File: src/rtl/fetch_seq_pkg.sv
// Shared state codes, next-PC select codes and helpers for the fetch sequencer.
// Imported by fetch_sequencer and fetch_seq_perf.
package fetch_seq_pkg;

  typedef logic [2:0] state_t;

  localparam state_t BOOT  = 3'd0;
  localparam state_t RUN   = 3'd1;
  localparam state_t FLUSH = 3'd2;
  localparam state_t STALL = 3'd3;
  localparam state_t HALT  = 3'd4;

  localparam logic [1:0] SEL_PC_INC  = 2'b00;
  localparam logic [1:0] SEL_JUMP    = 2'b01;
  localparam logic [1:0] SEL_REG     = 2'b10;
  localparam logic [1:0] SEL_RESTART = 2'b11;

  localparam int CNT_W  = 4;
  localparam int PERF_W = 16;

  // Saturating increment; holds at all-ones instead of wrapping to zero.
  function automatic logic [PERF_W-1:0] sat_inc16(input logic [PERF_W-1:0] v);
    return (v == {PERF_W{1'b1}}) ? v : v + 1'b1;
  endfunction

endpackage

File: src/rtl/fetch_seq_perf.sv
// Two 16-bit saturating event counters (redirects taken, PC-hold cycles).
// Only instantiated when FETCH_SEQ_PERF_EN is defined.
module fetch_seq_perf
  import fetch_seq_pkg::*;
(
  input  logic              reloj,
  input  logic              reset,
  input  logic              redir_i,
  input  logic              hold_i,
  output logic [PERF_W-1:0] redir_cnt_o,
  output logic [PERF_W-1:0] stall_cnt_o
);

  logic [1:0] inc;
  assign inc = {hold_i, redir_i};

  genvar gi;
  generate
    for (gi = 0; gi < 2; gi++) begin : g_cnt
      logic [PERF_W-1:0] cnt_q;
      logic [PERF_W-1:0] cnt_d;

      assign cnt_d = inc[gi] ? sat_inc16(cnt_q) : cnt_q;

      always_ff @(posedge reloj) begin
        if (reset) begin
          cnt_q <= '0;
        end else begin
          cnt_q <= cnt_d;
        end
      end
    end
  endgenerate

  assign redir_cnt_o = g_cnt[0].cnt_q;
  assign stall_cnt_o = g_cnt[1].cnt_q;

endmodule

File: src/rtl/fetch_sequencer.sv
// Instruction-fetch control FSM: next-PC select, PC hold and IF/ID, ID/EX flush strobes (Mealy outputs).
// Optional FETCH_SEQ_PERF_EN adds saturating redirect/stall counters; otherwise those ports read 0.
module fetch_sequencer
  import fetch_seq_pkg::*;
#(
  parameter int unsigned PC_W         = 6,
  parameter int unsigned BOOT_CYCLES  = 2,
  parameter int unsigned FLUSH_CYCLES = 1
) (
  input  logic        reloj,
  input  logic        reset,
  input  logic        jump_req,
  input  logic        jr_req,
  input  logic        stall_req,
  input  logic        halt_req,
  input  logic        resume,
  output logic [1:0]  sel_dir,
  output logic        pc_hold,
  output logic        flush_ifid,
  output logic        flush_idex,
  output logic [2:0]  state_o,
  output logic [15:0] redir_cnt,
  output logic [15:0] stall_cnt
);

  localparam logic [CNT_W-1:0] BOOT_LD  = BOOT_CYCLES[CNT_W-1:0];
  localparam logic [CNT_W-1:0] FLUSH_LD = FLUSH_CYCLES[CNT_W-1:0];

  generate
    if (BOOT_CYCLES < 1 || BOOT_CYCLES > 15 || FLUSH_CYCLES < 1 || FLUSH_CYCLES > 3 || PC_W < 1)
    begin : g_param_err
      $error("fetch_sequencer: BOOT_CYCLES/FLUSH_CYCLES/PC_W out of range");
    end
  endgenerate

  state_t           state_q, state_d;
  logic [CNT_W-1:0] cnt_q, cnt_d;
  logic             redirect;
  logic             redir_take;

  assign redirect = jr_req | jump_req;

  always_ff @(posedge reloj) begin
    if (reset) begin
      state_q <= BOOT;
      cnt_q   <= BOOT_LD;
    end else begin
      state_q <= state_d;
      cnt_q   <= cnt_d;
    end
  end

  // Down counters stop at 1 -> leave state; a redirect during FLUSH reloads.
  always_comb begin
    state_d = state_q;
    cnt_d   = cnt_q;
    case (state_q)
      BOOT: begin
        if (cnt_q <= 4'd1) state_d = RUN;
        else               cnt_d   = cnt_q - 4'd1;
      end
      RUN: begin
        if (redirect) begin
          state_d = FLUSH;
          cnt_d   = FLUSH_LD;
        end else if (stall_req) begin
          state_d = STALL;
        end else if (halt_req) begin
          state_d = HALT;
        end
      end
      FLUSH: begin
        if (redirect)            cnt_d   = FLUSH_LD;
        else if (cnt_q <= 4'd1)  state_d = RUN;
        else                     cnt_d   = cnt_q - 4'd1;
      end
      STALL: begin
        if (redirect) begin
          state_d = FLUSH;
          cnt_d   = FLUSH_LD;
        end else if (!stall_req) begin
          state_d = RUN;
        end
      end
      HALT: begin
        if (resume) state_d = RUN;
      end
      default: begin
        state_d = BOOT;
        cnt_d   = BOOT_LD;
      end
    endcase
  end

  always_comb begin
    sel_dir    = SEL_PC_INC;
    pc_hold    = 1'b0;
    flush_ifid = 1'b0;
    flush_idex = 1'b0;
    redir_take = 1'b0;
    case (state_q)
      BOOT: begin
        sel_dir    = SEL_RESTART;
        flush_ifid = 1'b1;
        flush_idex = 1'b1;
      end
      RUN, FLUSH, STALL: begin
        if (state_q == FLUSH) begin
          flush_ifid = 1'b1;
          flush_idex = 1'b1;
        end
        if (redirect) begin
          sel_dir    = jr_req ? SEL_REG : SEL_JUMP;
          flush_ifid = 1'b1;
          flush_idex = 1'b1;
          redir_take = 1'b1;
        end else if (state_q != FLUSH && stall_req) begin
          // Load-use bubble: hold PC, squash ID/EX.
          pc_hold    = 1'b1;
          flush_idex = 1'b1;
        end else if (state_q == RUN && halt_req) begin
          pc_hold = 1'b1;
        end
      end
      HALT: begin
        pc_hold = ~resume;
      end
      default: begin
        sel_dir    = SEL_RESTART;
        flush_ifid = 1'b1;
        flush_idex = 1'b1;
      end
    endcase
  end

  assign state_o = state_q;

`ifdef FETCH_SEQ_PERF_EN
  fetch_seq_perf u_perf (
    .reloj       (reloj),
    .reset       (reset),
    .redir_i     (redir_take),
    .hold_i      (pc_hold),
    .redir_cnt_o (redir_cnt),
    .stall_cnt_o (stall_cnt)
  );
`else
  logic unused_perf;
  assign unused_perf = redir_take;
  assign redir_cnt   = '0;
  assign stall_cnt   = '0;
`endif

endmodule

File: config.mk
export PLATFORM = sky130hd
export DESIGN_NAME = fetch_sequencer
export DESIGN_NICKNAME = d
export VERILOG_FILES = /design/src/rtl/fetch_seq_pkg.sv /design/src/rtl/fetch_seq_perf.sv /design/src/rtl/fetch_sequencer.sv
export SDC_FILE = /design/constraint.sdc
export NUM_CORES = 1
export LEC_CHECK = 0
export CAP_MARGIN = 20
export CORE_MARGIN = 10
export CORE_UTILIZATION = 37
export CTS_CLUSTER_DIAMETER = 40
export CTS_CLUSTER_SIZE = 28
export DETAILED_ROUTE_END_ITERATION = 7
export PLACE_DENSITY = 0.86
export SYNTH_ARGS = -nofsm -noshare
export SYNTH_HDL_FRONTEND = slang
export SYNTH_SLANG_ARGS = --single-unit
File: constraint.sdc
create_clock -name reloj -period 2 [get_ports reloj]
set_clock_uncertainty 0.2 [all_clocks]
set_input_delay 0.4 -clock reloj [delete_from_list [all_inputs] [get_ports reloj]]
set_output_delay 0.4 -clock reloj [all_outputs]
set_load 0.01 [all_outputs]
Word level (Yosys, flattened, before mapping)
Index checks and enable logic that the tools add are counted.

Bits in registers: 7. Bits in latches: 0. Memory bits (writable): 0. ROM bits: 0. Input port bits: 7. Output and inout port bits: 40. Logic and storage cells: 50. Memories: 0.

Add/subtract/negate cells: 1. Multipliers: 0. Divide/modulo/power cells: 0. $lt $le $gt $ge: 1. Equal/unequal tests: 10. Shifts and indexed selects: 0. Muxes and demuxes: 26. Bitwise logic cells: 3. Reductions and logical operators: 7.

Operators with widths (count): $mux 3 (8); $pmux 4 s4 (1); $pmux 3 s5 (1); $mux 4 (3); $mux 1 (7); $eq 3x2->1 const B (2); $pmux 1 s2 (3); $le 4x1->1 const B (1); $mux 2 (2); $ne 2x2->1 const B (2); $ne 4x4->1 const B (1); $pmux 2 s2 (1); $reduce_and 4->1 (1); $sub 4x1->4 const B (1); $eq 3x1->1 const B (1); $eq 3x3->1 const B (1); $logic_not 3->1 (1); $ne 3x2->1 const B (1); $ne 3x3->1 const B (1); $reduce_or 3->1 (1); $logic_and 1x1->1 (2); $ne 2x1->1 const B (1); $not 1->1 (2); $reduce_and 2->1 (1); 2 further kinds (2).

Logic depth before layout (Yosys ltp)
Depth in word-level cells: 6. Gate-level depth with buffers: 6. Depth with buffers taken out: 6.

Worst setup path before layout
No wires, ideal clock.

Path type: register to output. From: register state_q[2] (netlist: state_o[2]). To: output port pc_hold. Data arrival time: 1267 ps. Data required time: 1400 ps. Slack: 133 ps. Stages on the path, launching flop included: 4. Path buffers: 1. Path through: dfxtp_1 > buf_6 > or4b_4 > o22ai_1.

Longest elaborated chain between the ends: 6. Elaborated cells on any way between the ends: 12. Those cells by class: eq/ne (5); mux (4); reduce/logical (3).

Ends and longest elaborated chain: start: declaration (line fetch_sequencer.sv:36) `state_t state_q, state_d;`; start signal: assignment (line fetch_sequencer.sv:48) `state_q <= state_d;`; $eq 3x1->1 (line fetch_sequencer.sv:101, fetch_sequencer.sv:121); $logic_and 1x1->1 (line fetch_sequencer.sv:121) `end else if (state_q == RUN && halt_req) begin`; $mux 1 (line fetch_sequencer.sv:121); $mux 1 (line fetch_sequencer.sv:117) `end else if (state_q != FLUSH && stall_req) begin`; $mux 1 (line fetch_sequencer.sv:112) `if (redirect) begin`; $pmux 1 s2 * (line fetch_sequencer.sv:101) `case (state_q)`; end: declaration (line fetch_sequencer.sv:18) `output logic pc_hold,`.

Mark *: on every way between the ends. The rest lies on a longest branch, timed or not.

Final worst setup path
From: input port jr_req. To: output port flush_idex.

Longest elaborated chain between the ends: 3.

Ends and longest elaborated chain: start: declaration (line fetch_sequencer.sv:13) `input logic jr_req,`; $or 1x1->1 (line fetch_sequencer.sv:41) `assign redirect = jr_req | jump_req;`; $mux 1 (line fetch_sequencer.sv:112); $pmux 1 s2 (line fetch_sequencer.sv:101); end: declaration (line fetch_sequencer.sv:20) `output logic flush_idex,`.

No other way between the ends.

==> metrics.md <==
| Metric | Value |
|---|---|
| Reg2Reg Setup Slack | 0.15 ns |
| All-layer global routing usage | about 11% |
| Cts bufs inserted | 3 |
| Failing checks | negative setup slack |
| Outcome | complete, but fails checks |
| Reg-to-reg startpoint | cnt_q[0] |
| RSZ-0062 raised after global routing | yes |
| Cell count after synthesis | a little over 100 |
| DP HPWL | between 1500 and 2000 um |
| Nets | around 150 |
| Pin count of the biggest net entering global routing | 8 |
| # setup viols final | 2 |
| Setup crit start | jr_req |
| Max cap viols | 0 |
| Fraction of layout cells with a size suffix above 1 | between 30% and 40% |
| FILL cells | around 190 |
| Hold path start | cnt_q[2] |
| Clock latency on the worst-skew pair | 0.27 ns |
| Power per Cell Area | between 1000 and 1500 nW/um2 |
| CTS Buffer Depth | 2 |
| Clock-pin slew on the worst setup and hold paths | about 0.060 ns |
| Antenna diodes | 0 |
| CTS sink cnt | 7 |
| Remaining antenna violation count | 0 |
| Synthesized area | between 700 and 800 um2 |
| Finished Core Util | 51.5% |
| Fraction of registers with async set/reset | 0% |
| Count of buffers from port buffering | 14 |
| Primary FF master, synth | dfxtp_1 |
| Count of final hold-check violations | 0 |
| Ranking of synthesized cells by area | buf_4 31%, dfxtp_1 18%, nor3_1 5.2% |
| Initial Util | between 30 and 40% |
| Yosys warns | 0 |
| Final worst slack | -0.0424 ns |
| Synth unique cells | 31 |
| Register bit count reported by yosys | 7 |
| CTS H-tree depth | 1 |
| Leading area contributor after synthesis | buf_4 |
| Avg Cell Area, Syn | around 7.6 um2 |
| Syn-to-layout area delta | 31.8% |
| Chip height | 65.5 um |
| # IOs | between 40 and 50 |
| Crit-path max FO | 4 |
| Worst EP required | 1.40 ns |
| Die width | between 60 and 70 um |
| Critical setup path kind | primary input to output pin |
| Hold depth | 2 |
| Post-synth top area share | a little under a third |
| Sequential element share of the synthesized area | a little under a fifth |
| First-pass GRT wire length | 3820 um |
| CTS root buf | clkbuf_4 |
| Die area | 4290 um2 |
| Vias | 797 |
| Worst VDD drop | 0.000453 V |
| Initial antenna violation count | 0 |
| Core area | 1960 um2 |
| CTS tree | yes |
| WL final | roughly 2400 um |
| Initial DRC Count | 29 |
| Post-synth EDFFs | 0 |
| DRT Pass-1 Iters | 4 |
| Area of the multi-input gates | around 510 um2 |
| Critical path startpoint category | primary input |
| FF-to-FF End | cnt_q[0] |
| Final period util | 102% |
| GRT Residual Overflow | 0 |
| CP Data Arrival Time | between 1 and 1.5 ns |
| Pins Over Slew Limit | 0 |
| Leak pwr | around 0.47 nW |
| Via/cell ratio | roughly 4.8 |
| Row count | 16 |
| Fmax | between 0.4 and 0.5 GHz |
| GP Congestion | between 0.8 and 0.9 |
| Fin Hold WS | around 0.36 ns |
| Sequential Area | ~140 um2 |
| End of the worst hold path | cnt_q[2] |
| Hold/Removal Path Class | flop to flop |
| DRC | 0 |
| Crit path time final | 2.04 ns |
| Cells on worst reg2reg path | 6 |
| Post-CTS Hold Fix Bufs | 0 |
| CP endpoint kind | output pin |
| WL/cell | approximately 14 um |
| Vias in the first global route | ~850 |
[cells in the mapped netlist, types with 3 or more instances]
cell type and n:
a21oi_1 4, buf_4 32, dfxtp_1 7, inv_1 6, nor2_1 10, nor3_1 8, o21ai_0 3
[final cells by class]
cell class              instances  area share [%]
flip-flops and latches          7            14.2
repair buffers                 35            27.5
well taps                      27            3.34
clock inverters                 1           0.495
multi-input cells              86            50.0
clock buffers                   3            2.23
inverters                       6            2.23
[where the power goes]
part | internal, mW | leakage (nW) | switching, mW | total (mW)
clock network | 0.0737 | 0.0177 | 0.0641 | 0.138
logic | 0.322 | 0.395 | 0.357 | 0.679
registers | 0.196 | 0.0587 | 0.0610 | 0.257
total | 0.592 | 0.471 | 0.482 | 1.07
[how the worst max path moves through the flow]
stage / end / slack [ns] / depth (start not counted)
after floorplan: pc_hold / 0.13 / 3
after global placement: pc_hold / -0.68 / 4
after detailed placement: pc_hold / -0.74 / 4
after CTS: flush_idex / -0.10 / 4
after global routing: flush_idex / -0.09 / 4
final: flush_idex / -0.04 / 5
[sequential cells by signal, indices dropped and copies added, names as in the netlist]
register / flops
state_o: 3
cnt_q: 4
[stage by stage]
step | instance area (um2) | total power [mW] | worst slack, ns | instances | setup TNS, ns
2_1_floorplan | 883 | 0.640 | 0.133 | 132 | 0
3_3_place_gp | 956 | 0.850 | -0.676 | 160 | -3.06
3_5_place_dp | 956 | 0.884 | -0.738 | 160 | -3.69
4_1_cts | 1010 | 1.05 | -0.103 | 164 | -0.277
5_1_grt | 1010 | 1.16 | -0.0882 | 165 | -0.262
6_report | 1010 | 1.07 | -0.0424 | 165 | -0.0671
[cells by family after synthesis]
group,Yosys count,synth area share (%)
buf+inv,39,35.7
simple gates,31,23.3
compound gates,21,18.9
flops,7,18.3
fa+ha+maj,2,3.26
other cells,1,0.489
[routing by layer]
metal,track usage [%],wire [um],vias to the layer above
li1,-,-,367
met4,5.88,61,0
met2,19.8,1270,53
met1,9.55,760,369
met5,0,0,-
met3,6.44,300,8
[cell usage in the layout (no fill, tap or decap), drive strengths merged]
cell type / instances
nor2: 11
buf: 24
o21ai: 3
a21oi: 5
a21boi: 2
or3b: 1
clkinv: 1
nor3: 9
o221ai: 1
o32ai: 1
a31oi: 2
conb: 32
nand4b: 2
or4b: 1
inv: 6
ha: 2
clkdlybuf4s15: 1
clkdlybuf4s50: 7
nor2b: 1
clkbuf: 6
nand2: 2
dfxtp: 7
o21a: 2
o311a: 1
o22ai: 1
or3: 1
or2: 2
a2111oi: 1
a211oi: 1
nand3b: 1
a221oi: 1
[critical path, stage by stage]
cell and delay [ns]:
clkdlybuf4s15_1 0.18, or4b_4 0.57, nor2_4 0.11, nor2_1 0.04, buf_2 0.13
[repair_timing]
action,CTS,global route
cloned,0,0
setup endpoints to repair,6,6
buffers inserted,0,1
pin swaps,4,3
gates resized for setup,28,10
(Power assumes the default switching activity.)
